### src/rtl/conv_y_collector_if.sv
// Sample stream between a convolution layer's Y output and its collector.
interface conv_y_collector_if #(
  parameter int T = 16
);
  logic signed [T-1:0] s_data_in_y;
  logic                s_valid_y;
  logic                s_ready_y;

  modport master (output s_data_in_y, output s_valid_y, input s_ready_y);
  modport slave  (input s_data_in_y, input s_valid_y, output s_ready_y);
endinterface

### src/rtl/conv_y_collector.sv
// Collects one Y_COUNT-sample convolution output vector, tracks sum/max,
// and serves the captured vector through a registered read port.
//
// state   | meaning
// COLLECT | accepting samples; optional alternating backpressure
// FULL    | vector complete; input stalled, read port active
module conv_y_collector #(
  parameter int T       = 16,
  parameter int Y_COUNT = 29,
  parameter int ADDR_Y  = $clog2(Y_COUNT),
  parameter int S_W     = T + ADDR_Y
) (
  input  logic                     clk,
  input  logic                     reset,
  conv_y_collector_if.slave        y_if,
  input  logic                     stall_en,
  input  logic                     clear,
  input  logic                     rd_en,
  input  logic [ADDR_Y-1:0]        rd_addr,
  output logic signed [T-1:0]      rd_data,
  output logic                     rd_valid,
  output logic                     done,
  output logic [ADDR_Y:0]          count_y,
  output logic signed [S_W-1:0]    sum_y,
  output logic signed [T-1:0]      max_y
);

  localparam logic [ADDR_Y-1:0]   LAST_PTR = ADDR_Y'(Y_COUNT - 1);
  localparam logic [ADDR_Y:0]     Y_LEN    = (ADDR_Y + 1)'(Y_COUNT);
  localparam logic signed [T-1:0] MAX_INIT = {1'b1, {(T - 1){1'b0}}};

  typedef enum logic {COLLECT, FULL} state_t;

  state_t                state;
  logic                  phase;
  logic [ADDR_Y-1:0]     wr_ptr;
  logic signed [T-1:0]   mem [Y_COUNT];
  logic signed [T-1:0]   din;
  logic                  ready;
  logic                  beat;

  assign din  = y_if.s_data_in_y;
  // clear and reset both gate ready so a beat is never half-accepted
  assign ready = (state == COLLECT) && !clear && !reset && (!stall_en || !phase);
  assign y_if.s_ready_y = ready;
  assign beat = y_if.s_valid_y && ready;

  always_ff @(posedge clk) begin
    if (beat) mem[wr_ptr] <= din;
  end

  always_ff @(posedge clk or posedge reset) begin
    if (reset) begin
      state    <= COLLECT;
      phase    <= 1'b0;
      wr_ptr   <= '0;
      done     <= 1'b0;
      count_y  <= '0;
      sum_y    <= '0;
      max_y    <= MAX_INIT;
      rd_data  <= '0;
      rd_valid <= 1'b0;
    end else begin
      // a read coinciding with clear still sees the old vector
      if (rd_en && state == FULL) begin
        rd_valid <= 1'b1;
        rd_data  <= ({1'b0, rd_addr} < Y_LEN) ? mem[rd_addr] : '0;
      end else begin
        rd_valid <= 1'b0;
      end

      if (clear) begin
        state   <= COLLECT;
        phase   <= 1'b0;
        wr_ptr  <= '0;
        done    <= 1'b0;
        count_y <= '0;
        sum_y   <= '0;
        max_y   <= MAX_INIT;
      end else begin
        case (state)
          COLLECT: begin
            phase <= stall_en ? ~phase : 1'b0;
            if (beat) begin
              wr_ptr  <= wr_ptr + ADDR_Y'(1);
              count_y <= count_y + (ADDR_Y + 1)'(1);
              sum_y   <= sum_y + S_W'(din);
              if (din > max_y) max_y <= din;
              if (wr_ptr == LAST_PTR) begin
                state <= FULL;
                done  <= 1'b1;
              end
            end
          end
          FULL: phase <= 1'b0;
          default: state <= COLLECT;
        endcase
      end
    end
  end

endmodule

### src/flat_wrapper.sv
// flat-port wrapper written by rule: the top's interface ports become plain ports
module conv_y_collector_flat 
#(
  parameter int T       = 16,
  parameter int Y_COUNT = 29,
  parameter int ADDR_Y  = $clog2(Y_COUNT),
  parameter int S_W     = T + ADDR_Y
)
  (clk, reset, stall_en, clear, rd_en, rd_addr, rd_data, rd_valid, done, count_y, sum_y, max_y, y_if_s_data_in_y, y_if_s_valid_y, y_if_s_ready_y);
  conv_y_collector_if #(.T(T)) y_if_i ();
  input  logic clk;
  input  logic reset;
  input  logic stall_en;
  input  logic clear;
  input  logic rd_en;
  input  logic [ADDR_Y-1:0] rd_addr;
  output logic signed [T-1:0] rd_data;
  output logic rd_valid;
  output logic done;
  output logic [ADDR_Y:0] count_y;
  output logic signed [S_W-1:0] sum_y;
  output logic signed [T-1:0] max_y;
  input wire logic [$bits(y_if_i.s_data_in_y)-1:0] y_if_s_data_in_y;
  input wire logic [$bits(y_if_i.s_valid_y)-1:0] y_if_s_valid_y;
  output wire logic [$bits(y_if_i.s_ready_y)-1:0] y_if_s_ready_y;
  assign y_if_i.s_data_in_y = y_if_s_data_in_y;
  assign y_if_i.s_valid_y = y_if_s_valid_y;
  assign y_if_s_ready_y = y_if_i.s_ready_y;
  conv_y_collector #(.T(T), .Y_COUNT(Y_COUNT), .ADDR_Y(ADDR_Y), .S_W(S_W)) u_core (.clk(clk), .reset(reset), .y_if(y_if_i), .stall_en(stall_en), .clear(clear), .rd_en(rd_en), .rd_addr(rd_addr), .rd_data(rd_data), .rd_valid(rd_valid), .done(done), .count_y(count_y), .sum_y(sum_y), .max_y(max_y));
endmodule
### config.mk
export PLATFORM = sky130hd
export DESIGN_NAME = conv_y_collector_flat
export DESIGN_NICKNAME = d
export VERILOG_FILES = /design/src/rtl/conv_y_collector_if.sv /design/src/rtl/conv_y_collector.sv /design/src/flat_wrapper.sv
export SDC_FILE = /design/constraint.sdc
export NUM_CORES = 1
export LEC_CHECK = 0
export ABC_CLOCK_PERIOD_IN_PS = 3600
export CORE_AREA = 2 2 203 205
export DETAILED_ROUTE_END_ITERATION = 6
export DIE_AREA = 0 0 205 207
export PLACE_DENSITY = 0.73
export SLEW_MARGIN = 20
export SYNTH_ARGS = -nofsm -noshare
export SYNTH_HDL_FRONTEND = slang
export SYNTH_SLANG_ARGS = --single-unit
### constraint.sdc
create_clock -name clk -period 3.6 [get_ports clk]
set_input_delay 0.36 -clock clk [delete_from_list [all_inputs] [get_ports clk]]
set_output_delay 0.36 -clock clk [all_outputs]
set_load 0.02 [all_outputs]
== Yosys cells after proc, flatten, opt, wreduce, memory -nomap -nowiden ==
Memory sizes are Yosys's and may differ from the RTL's.
Cells that the tools add are included.
Operators by class
  add/sub/neg operators: 3
  magnitude comparators: 2
  equal/unequal tests: 2
  mux-type cells: 28
  bitwise logic cells: 2
  reduce and logical (&&, ||, !) cells: 16
Operator list (number)
  $mux 16: 5
  $mux 21: 3
  $add 21x16->21: 1
  $mux 6: 3
  $gt 16x16->1: 1
  $mux 5: 3
  $mux 1: 13
  $add 6x1->6 const B: 1
  $reduce_and 3->1: 2
  $reduce_bool 2->1: 3
  $add 5x1->5 const B: 1
  $eq 5x5->1 const B: 1
  $logic_and 1x1->1: 5
  $lt 5x5->1 const B: 1
  $logic_not 1->1: 4
  $ne 2x2->1 const B: 1
  $not 1->1: 2
  $pmux 1 s2: 1
  $reduce_and 2->1: 1
  $logic_or 1x1->1: 1
Storage, ports and cells
  bits in registers: 68
  RAM bits: 464
  bits of input ports: 27
  output and inout bits: 62
  word-level logic and storage cells: 63
  memories kept: 1
Memory list
  u_core.mem: words 29, bits a word 16, rd ports 1, clocked after Yosys merged registers in 0, write ports 1, RTL line conv_y_collector.sv:37  | logic signed [T-1:0] mem [Y_COUNT];

== Longest topological paths before layout ==
  word-level depth: 8
  depth in mapped cells: 10
  depth with buffers taken out: 10

== Least setup slack after synthesis ==
No wires, ideal clock.
  kind: input to register
  start: input port clear
  end: memory u_core.mem[21][0] (enable)
  library setup time: 0.388 ns
  data arrival time: 2.526 ns
  required time: 3.212 ns
  slack: 0.685 ns
  cell stages on the path: 7
  path buffers: 3
  cells stage by stage: clkbuf_1 > a2111oi_4 > and2_0 > clkbuf_1 > buf_2 > nand2_1 > nor2_1
On the way
  longest elaborated chain between the ends: 7
RTL lines
  from (decl): RTL line flat_wrapper.sv:14  | input logic clear;
  $logic_not 1->1: RTL line conv_y_collector.sv:44  | assign ready = (state == COLLECT) && !clear && !reset && (!stall_en || !phase);
  $logic_and 1x1->1 (3 in series): RTL line conv_y_collector.sv:44
  net y_if_s_ready_y: RTL line flat_wrapper.sv:25  | output wire logic [$bits(y_if_i.s_ready_y)-1:0] y_if_s_ready_y;
  $logic_and 1x1->1: RTL line conv_y_collector.sv:46  | assign beat = y_if.s_valid_y && ready;
  $mux 1: RTL line conv_y_collector.sv:49  | if (beat) mem[wr_ptr] <= din;
  $mux 1 (implied by the code): RTL line conv_y_collector.sv:49
  to (decl): RTL line conv_y_collector.sv:37
The timed path passes the listed nets, and every way through them passes these cells.

== Worst setup path in the final report ==
  start: register u_core.sum_y[0]
  end: register u_core.sum_y[20]
On the way
  longest elaborated chain between the ends: 4
RTL lines
  from (decl): RTL line conv_y_collector.sv:24  | output logic signed [S_W-1:0] sum_y,
  from (signal assigned): RTL line conv_y_collector.sv:87  | sum_y <= sum_y + S_W'(din);
  $add 21x16->21: RTL line conv_y_collector.sv:87
  $mux 21: RTL line conv_y_collector.sv:84  | if (beat) begin
  $mux 21: RTL line conv_y_collector.sv:81  | case (state)
  $mux 21: RTL line conv_y_collector.sv:72  | if (clear) begin
Every way passes these cells. The select of a mux whose other input is x is not followed.
A chain may end at the register's enable or synchronous reset.

==> run_results.csv <==
group,metric,value,unit
place,placed_cells,1773,
worst_setup_path,reg2reg_depth,10,
clock_network,clockBufferDepth,3,
cells_and_area,fin_cells,1872,
cells_and_area,area_delta_synth_final,16.5,%
clock_network,cts_tree,"done",
worst_setup_path,criticalPathCategory,"register to register",
route,num_vias,11700,
route,firstDrtPassIters,7,
route,routed.top_layer,"met4",
sta,fin_worst_skew,23.6,ps
logic_synthesis,synth_top_area_cell,"edfxtp_1",
power_and_ir_drop,ir_drop,330,uV
global_route,antenna_found_initial,0,
logic_synthesis,synth_top_area_share,63.7,%
cells_and_area,nNetsFinal,1365,
clock_network,cts_hold_buf,0,
route,drt_iter0_markers,1029,
route,wl,51.5,mm
sta,fmax,360,MHz
logic_synthesis,ys_top_cells_by_area,"edfxtp_1 64%, mux4_2 15%, dfrtp_1 7.7%, ha_1 2.3%, o21ai_0 0.98%",
clock_network,cts_resized,0,
worst_setup_path,regToRegEndpoint,"u_core.sum_y[20]",
route,viasPerCell,6.27,
logic_synthesis,ys_seq_elements,532,
worst_setup_path,critPathRequiredTime,4110,ps
route,wl_per_cell,27.5,um
power_and_ir_drop,powerDensity,509,mW/mm^2
floorplan,core-area,0.0404,mm^2
floorplan,die_w,205,um
logic_synthesis,synth_most_common_cell,"edfxtp_1",
route,drc,0,
worst_setup_path,rrSetupSlack,820,ps
place,hpwl,31.1,mm
global_route,grt_pass1_vias,12000,
sta,min_period,2780,ps
floorplan,dieArea,0.0424,mm^2
floorplan,fp-row-count,74,
logic_synthesis,synth_fp_nets,1216,
route,final_antenna_net_count,0,
worst_setup_path,start_kind,"register",
sta,tightestPinTransition,890,ps
cells_and_area,fillers,2847,
place,gp_congestion,0.883,
route,route.met3.wl,3.93,mm
job,drv_cap,0,
logic_synthesis,synthArstFlopShare,12.8,%
clock_network,clock_latency,600,ps
logic_synthesis,ys_types,57,
global_route,grt_overflow,0,
floorplan,die_y,207,um
route,met1_length,20.7,mm
logic_synthesis,yosysWarnings,0,
global_route,grt_pass1_wl,76.6,mm
sta,max_slew_margin,40.7,%
clock_network,htree_levels,2,
clock_network,path_clk_slew,60,ps
cells_and_area,design_area,0.0255,mm^2
clock_network,cts_setup_buffers,0,
min_path,hold_class,"input pin to async pin",
clock_network,cts_root_buffer,"clkbuf_16",
cells_and_area,final_layout_size_suffix_gt1_share,23.8,%
worst_setup_path,slowest_stage,"a2111oi_0",
route,route.met2.wl,25.4,mm
worst_setup_path,path_max_fanout,3,
worst_setup_path,crit_path_end,"u_core.sum_y[20]",
worst_setup_path,crit_path_end_kind,"register",
clock_network,cts_made_buffers,53,
logic_synthesis,syn_area_per_cell,19.1,um^2
logic_synthesis,ys_seq_area_share,71.5,%
worst_setup_path,crit_top_cell,"or3_1",
logic_synthesis,syn_inst,1147,
worst_setup_path,reg2reg_from,"u_core.sum_y[0]",
power_and_ir_drop,leakage,0.00862,uW
logic_synthesis,synth_edf_count,464,
place,place_area,0.0238,mm^2
logic_synthesis,synth.top_cells.by_count,"464 x edfxtp_1, 144 x mux4_2, 67 x dfrtp_1",
sta,period_share,77.2,%
place,port_buffers,88,
sta,drv_slew,0,
sta,setup_violations,0,
sta,hold_violations,0,
logic_synthesis,syn_area,0.0219,mm^2
worst_setup_path,critPathMaxStageDelay,630,ps
global_route,grt_max_degree,45,
clock_network,cts_num_sinks,532,
worst_setup_path,crit_start,"u_core.sum_y[0]",
worst_setup_path,critPathArrivalTime,3290,ps
sta,setup_tns,0,ps
floorplan,initial_core_util,54.2,%
logic_synthesis,synthFlopType,"edfxtp_1",
global_route,grt_usage,24.9,%
floorplan,io_pins,89,
sta,rsz0062_at_grt,"false",
outcome,outcome,"completed",
worst_setup_path,crit_chain,"ha_1, inv_1, fa_1, nor2b_1, o2111ai_1, a2111oi_0, or3_1, o311ai_1, or3_1, o21ai_1",
## layer usage
metal	global-route usage [%]	vias to the layer above
met3	3.82	84
met5	0	-
met2	39.7	545
li1	-	4981
met4	9.15	0
met1	35.5	6126
## power by group
group	switching (uW)	internal, uW	leakage (uW)
Sequential	38.8	6750	0.00510
Combinational	540	416	0.00272
Clock	2270	2950	0.000798
Total	2850	10100	0.00862
## cells by family (layout without fill, tap and decap cells)
logic type	after synthesis	after routing	share of synthesized area, %
other	0	1	0
adder cells (fa/ha/maj)	42	42	2.44
flip-flops	532	532	71.5
multiplexers	146	146	14.9
XOR/XNOR	23	23	0.921
AND/OR/NAND/NOR	156	156	3.58
buffers and inverters	102	294	2.03
AO/OA/AOI/OAI	146	146	4.62
## cells in the final DEF (no fill, tap or decap), types with 3 or more instances in the layout
| master | instances |
|---|---|
| a21o_1 | 11 |
| a21oi_1 | 25 |
| a221o_1 | 16 |
| and3_1 | 3 |
| and4_1 | 3 |
| buf_12 | 12 |
| buf_4 | 65 |
| clkbuf_1 | 15 |
| clkbuf_16 | 53 |
| clkbuf_8 | 4 |
| clkdlybuf4s50_1 | 84 |
| clkinv_1 | 10 |
| clkinv_2 | 8 |
| dfrtp_1 | 67 |
| edfxtp_1 | 464 |
| ha_1 | 41 |
| inv_1 | 30 |
| mux4_2 | 144 |
| nand2_1 | 31 |
| nand2b_1 | 3 |
| nand3_1 | 22 |
| nand4_1 | 10 |
| nor2_1 | 35 |
| nor2_2 | 13 |
| nor3_1 | 3 |
| nor3b_1 | 16 |
| o21a_1 | 9 |
| o21ai_0 | 43 |
| o21bai_1 | 5 |
| o31ai_1 | 3 |
| o41ai_1 | 14 |
| or2_2 | 3 |
| or3_1 | 5 |
| xnor2_1 | 12 |
| xor2_1 | 11 |
## state kept, by name, summed over array words and instances, names as in the netlist
register,count
u_core.mem,464
u_core.sum_y,21
u_core.max_y,16
u_core.rd_data,16
u_core.count_y,6
u_core.wr_ptr,5
u_core.done,1
u_core.phase,1
u_core.rd_valid,1
u_core.state,1
## cell type report
| cell class | instances | area (um^2) | share of cell area, % |
|---|---|---|---|
| diodes | 1 | 2.50 | 0.00982 |
| clock buffers | 72 | 1440 | 5.64 |
| clock inverters | 26 | 206 | 0.810 |
| inverters | 32 | 121 | 0.476 |
| multi-input cells | 513 | 5830 | 22.9 |
| flip-flops and latches | 532 | 15600 | 61.4 |
| well taps | 532 | 666 | 2.61 |
| repair buffers | 164 | 1590 | 6.24 |
## worst max-delay path: cells and delay by family (launching register included)
family	cells	cell delay, ps
AO/OA/AOI/OAI	4	960
adder cells (fa/ha/maj)	2	590
buffers and inverters	1	60
flip-flops	1	370
AND/OR/NAND/NOR	3	730
## worst min path at each step
stage / from / to / slack (ps) / cells past startpoint
floorplan: y_if_s_data_in_y[0] / u_core.mem[0][0] / 460 / 0
global placement: u_core.phase / u_core.phase / 480 / 1
detailed placement: u_core.phase / u_core.phase / 500 / 1
CTS: reset / u_core.rd_data[1] / 280 / 2
global route: reset / u_core.rd_data[1] / 350 / 2
finish: reset / u_core.sum_y[18] / 290 / 2
## through the flow
| stage | utilization (%) | setup slack, ps | total power, uW | hold WS, ps |
|---|---|---|---|---|
| after floorplan | - | 685 | 7490 | 459 |
| after global placement | 59.1 | 345 | 7860 | 480 |
| after detailed placement | 59.1 | 280 | 7870 | 503 |
| after CTS | 63.1 | 850 | 13100 | 282 |
| after global routing | 63.1 | 486 | 13400 | 346 |
| final | 63.1 | 822 | 13000 | 292 |
Power figures use the tool's default switching activity.
